**src/rtl/countdown_ctrl.sv**
```systemverilog
// Game countdown timer: one-second prescaler, remaining-seconds register and IDLE/RUN/PAUSED/DONE FSM.
// Latency: commands act on the sampling edge and are visible one cycle later; no backpressure, commands are level-sampled.
module countdown_ctrl #(
    parameter int DIV     = 100000000,
    parameter int MAX_SEC = 99
) (
    input  logic       clk,
    input  logic       rst,
    input  logic       load,
    input  logic [6:0] load_sec,
    input  logic       start,
    input  logic       pause,
    input  logic       abort,
    output logic [6:0] remaining,
    output logic       tick,
    output logic       done,
    output logic       busy,
    output logic [1:0] state
);

    localparam int PW = $clog2(DIV);
    localparam logic [PW-1:0] PS_LAST = PW'(DIV - 1);
    localparam logic [6:0]    MAX_V   = 7'(MAX_SEC);

    typedef enum logic [1:0] {
        IDLE   = 2'd0,
        RUN    = 2'd1,
        PAUSED = 2'd2,
        DONE   = 2'd3
    } state_t;

    state_t        st, st_n;
    logic [PW-1:0] ps, ps_n;
    logic [6:0]    rem, rem_n;
    logic          tick_n, done_n;
    logic [6:0]    load_sat;

    assign load_sat = (load_sec > MAX_V) ? MAX_V : load_sec;

    always_ff @(posedge clk) begin
        if (rst) begin
            st   <= IDLE;
            ps   <= '0;
            rem  <= '0;
            tick <= 1'b0;
            done <= 1'b0;
            busy <= 1'b0;
        end else begin
            st   <= st_n;
            ps   <= ps_n;
            rem  <= rem_n;
            tick <= tick_n;
            done <= done_n;
            busy <= (st_n == RUN);
        end
    end

    // Commands in priority order; an illegal command falls through to the next one.
    always_comb begin
        st_n   = st;
        ps_n   = ps;
        rem_n  = rem;
        tick_n = 1'b0;
        done_n = 1'b0;
        if (abort) begin
            st_n  = IDLE;
            rem_n = '0;
            ps_n  = '0;
        end else if (load && st != RUN) begin
            st_n  = IDLE;
            rem_n = load_sat;
            ps_n  = '0;
        end else if (pause && st == RUN) begin
            st_n = PAUSED;
        end else if (start && ((st == IDLE && rem != 7'd0) || st == PAUSED)) begin
            st_n = RUN;
            ps_n = (st == IDLE) ? '0 : ps;
        end else if (st == RUN) begin
            if (ps == PS_LAST) begin
                ps_n   = '0;
                tick_n = 1'b1;
                if (rem != 7'd0) begin
                    rem_n = rem - 7'd1;
                end
                if (rem == 7'd1) begin
                    done_n = 1'b1;
                    st_n   = DONE;
                end
            end else begin
                ps_n = ps + PW'(1);
            end
        end
    end

    assign remaining = rem;
    assign state     = st;

endmodule

```
**config.mk**
```make
export PLATFORM = sky130hd
export DESIGN_NAME = countdown_ctrl
export DESIGN_NICKNAME = d
export VERILOG_FILES = /design/src/rtl/countdown_ctrl.sv
export SDC_FILE = /design/constraint.sdc
export NUM_CORES = 1
export LEC_CHECK = 0
export CORE_MARGIN = 2
export CORE_UTILIZATION = 35
export DETAILED_ROUTE_END_ITERATION = 7
export GPL_TIMING_DRIVEN = 0
export SLEW_MARGIN = 20
export SYNTH_ARGS = -nofsm -noshare
export SYNTH_HDL_FRONTEND = slang
export SYNTH_SLANG_ARGS = --single-unit
export TNS_END_PERCENT = 20
```
**constraint.sdc**
```tcl
create_clock -name clk -period 4.59 [get_ports clk]
set_clock_uncertainty 0.15 [all_clocks]
set_input_delay 0.918 -clock clk [delete_from_list [all_inputs] [get_ports clk]]
set_output_delay 0.918 -clock clk [all_outputs]
set_load 0.01 [all_outputs]
```
==> flow_metrics.tcl <==
set metrics [dict create \
    status "complete, no violations" \
    rsz0062_at_grt "false" \
    io_buffers 24 \
    dieArea_um2 6893 \
    ff2ff_path_depth 6 \
    yosys_warnings 0 \
    p_sw_share_pct 26.75 \
    end_kind "flop" \
    yosysTopAreaCell "dfxtp_1" \
    hold_viol_final 0 \
    ant_nets 0 \
    ys.flop_type "dfxtp_1" \
    htree_num_levels 2 \
    cts_tree "done" \
    ys_ff_latch 39 \
    root_buffer "clkbuf_8" \
    highest_layer "met4" \
    num_rows 28 \
    clockPowerShare_pct 34.5 \
    min_period_ns 3.317 \
    antenna_found_initial 0 \
    synth_area_um2 2186 \
    die_w_um 83.03 \
    drtPass1Iterations 5 \
    required_ns 4.66 \
    synth_enable_flop_cells 0 \
    wl_per_cell_um 14.55 \
    antenna_cells 0 \
    cts_resized 0 \
    slowest_delay_ns 0.82 \
    crit_chain "clkdlybuf4s50_1, nor3b_1, o21ai_1, nor4_1, mux2_2, a211oi_1" \
    drive_gt1_share_pct 9.655 \
    synth_top_area_share_pct 35.72 \
    syn_area_per_cell_um2 8.472 \
    worstSetupPathType "primary input to flop" \
    p_per_area_nw_per_um2 253.1 \
    place_congestion 0.8673 \
    post_cts_buffers 0 \
    setup-tns-final_ns 0 \
    cts_made_buffers 5 \
    coreArea_um2 5991 \
    dr_wl_met2_um 2392 \
    crit_cells 6 \
    ys_seq_area_share_pct 35.72 \
    finalCritPeriodShare_pct 72.26 \
    seqPwrFrac_pct 52.6 \
    pwr-share-comb_pct 12.9 \
    start_kind "primary input" \
    clk_latency_ns 0.30 \
    top_level_ports 25 \
    p_leak_nw 0.7902 \
    met3WireLength_um 185 \
    finalMaxSlewViolations 0 \
    netlist_instances 258 \
    post-route-util_pct 43.42 \
    grtUsageTotal_pct 15.18 \
    internal-power_w 0.0004823 \
    grt_pass1_vias 1724 \
    totalWireLength_um 5311 \
    hp-class "flop to flop" \
    nFillCells 619 \
    max_freq_mhz 301.5 \
    drtIter0Drc 117 \
    arrival_ns 3.39 \
    area_delta_synth_final_pct 19.00 \
    cts.sinks 39 \
    tightest_slew_ns 1.054 \
    max_slew_margin_pct 29.07 \
    drv_cap 0 \
    grt_overflow 0 \
    nets 306 \
    holdPathStages 2 \
    drc_errors 0 \
    clk_path_buf_depth 2 \
    worst_hold_slack_ns 0.3589 \
    ir_drop_v 0.0001140 \
    path_clk_slew_ns 0.08 \
    die_h_um 83.03 \
    synth_area_leaders "dfxtp_1 (36%), xnor2_1 (5.6%), nor2_1 (4.8%), nand4_1 (3.7%), nor4_1 (3.7%)" \
    synth-async-reset-ratio_pct 0 \
    dp_hpwl_um 3822 \
    drt-met1-wl_um 2688 \
    ys_types 50 \
    critPathSlowestCell "nor4_1" \
    grt_max_degree 12 \
    p_switching_w 0.0001761 \
    via_count 2010 \
    cp_num_buf_inv 1 \
    routed_via_density 5.507 \
    crit_fanout 6 \
    holdBufCountCts 0 \
    start_util_pct 36.49 \
    grt_pass1_wl_um 8618 \
    synth_fp_nets 275 \
    setup_viol 0 \
    cp_top_family "simple AND/OR/NAND/NOR gates" \
]
-- final cells by class --
type	instances	area, um^2	area share [%]
repair buffers	24	240.2	9.235
well taps	75	93.84	3.608
plain buffers	10	58.81	2.261
clock buffers	7	76.32	2.934
clock inverters	1	5.005	0.1924
multi-input cells	200	1313	50.46
flip-flops and latches	39	780.7	30.01
inverters	9	33.78	1.299
-- stage by stage --
stage | setup slack [ns] | cell area [um^2] | total power, W | std cells
final | 1.273 | 2601 | 0.0006584 | 365
after global routing | 1.167 | 2601 | 0.0006875 | 365
after CTS | 1.323 | 2601 | 0.0006678 | 365
after detailed placement | 1.017 | 2520 | 0.0004379 | 357
after global placement | 1.034 | 2520 | 0.0004382 | 357
after floorplan | 1.993 | 2186 | 0.0004036 | 258
-- worst register-to-register path: stages, from the launching register on --
cell,delay [ns]
dfxtp_1,0.38
ha_1,0.22
and3_1,0.23
nand2_1,0.18
nor4_1,0.93
mux2_2,0.42
a211oi_1,0.21
-- cell usage in the layout (no fill, tap or decap), drive strengths merged, types with 3 or more instances in the layout --
cell and instances:
dfxtp 39, nor2 28, clkdlybuf4s50 24, o21ai 15, nand2 14, xnor2 14, nand4 14, nor4 13
a21oi 13, clkbuf 12, inv 9, nand3 9, or3 9, or4 7, nor3 6, and4 5
buf 5, xor2 4, ha 4, or2 3, nand2b 3, nor2b 3, and3 3, and2 3
a211oi 3, o31ai 3, a31oi 3, nand4b 3
-- routing by layer --
| layer | vias up | track usage (%) |
|---|---|---|
| li1 | 1020 | - |
| met3 | 4 | 3.280 |
| met1 | 945 | 21.65 |
| met4 | 0 | 4.471 |
| met5 | - | 0 |
| met2 | 41 | 22.95 |
-- synthesized netlist by cell type (2+ instances only) --
library cell,instances
dfxtp_1,39
a211oi_1,3
clkbuf_1,5
nand4b_1,3
xor2_1,4
nand3_1,9
or3_1,9
and2_1,3
nor2b_1,3
buf_6,2
or4_1,6
nor4_1,13
o31a_1,2
o31ai_1,3
nor3_1,5
nand2b_1,3
nand4_1,13
and4_1,5
xnor2_1,14
ha_1,4
nor3b_1,2
and3_1,3
nor2_1,28
a21oi_2,5
o21ai_0,13
o211ai_1,2
inv_1,9
or2_2,3
buf_2,2
a21oi_1,8
a31oi_1,3
nand2_1,14
-- path summary, 6_finish.rpt --
| check | start | endpoint | slack [ns] |
|---|---|---|---|
| hold / removal | ps[24] | ps[24] | 0.36 |
| setup reg to reg | ps[1] | remaining[1] | 1.79 |
| setup / recovery | pause | remaining[1] | 1.27 |
| hold reg to reg | ps[24] | ps[24] | 0.36 |
-- cell families (layout without fill, tap and decap cells) --
group | Yosys count | in the layout | synth area share, %
AND/OR/NAND/NOR | 129 | 129 | 34.69
flip-flops | 39 | 39 | 35.72
XOR/XNOR | 18 | 18 | 7.212
buffers and inverters | 19 | 51 | 4.236
multiplexers | 1 | 1 | 0.5151
AO/OA/AOI/OAI | 48 | 48 | 15.34
adder cells (fa/ha/maj) | 4 | 4 | 2.290
-- state kept, by name, summed over array words and instances, names as in the netlist --
signal / flops
ps: 27
state: 2
done: 1
remaining: 7
tick: 1
busy: 1
-- power groups by stage --
stage	combinational (W)	clock (W)	sequential, W
floorplan	0.0000491	0	0.000355
global placement	0.0000842	0	0.000354
detailed placement	0.0000839	0	0.000354
CTS	0.0000845	0.000237	0.000346
global route	0.0000930	0.000248	0.000347
finish	0.0000850	0.000227	0.000346
No activity file was read; power rests on OpenSTA's default activity.
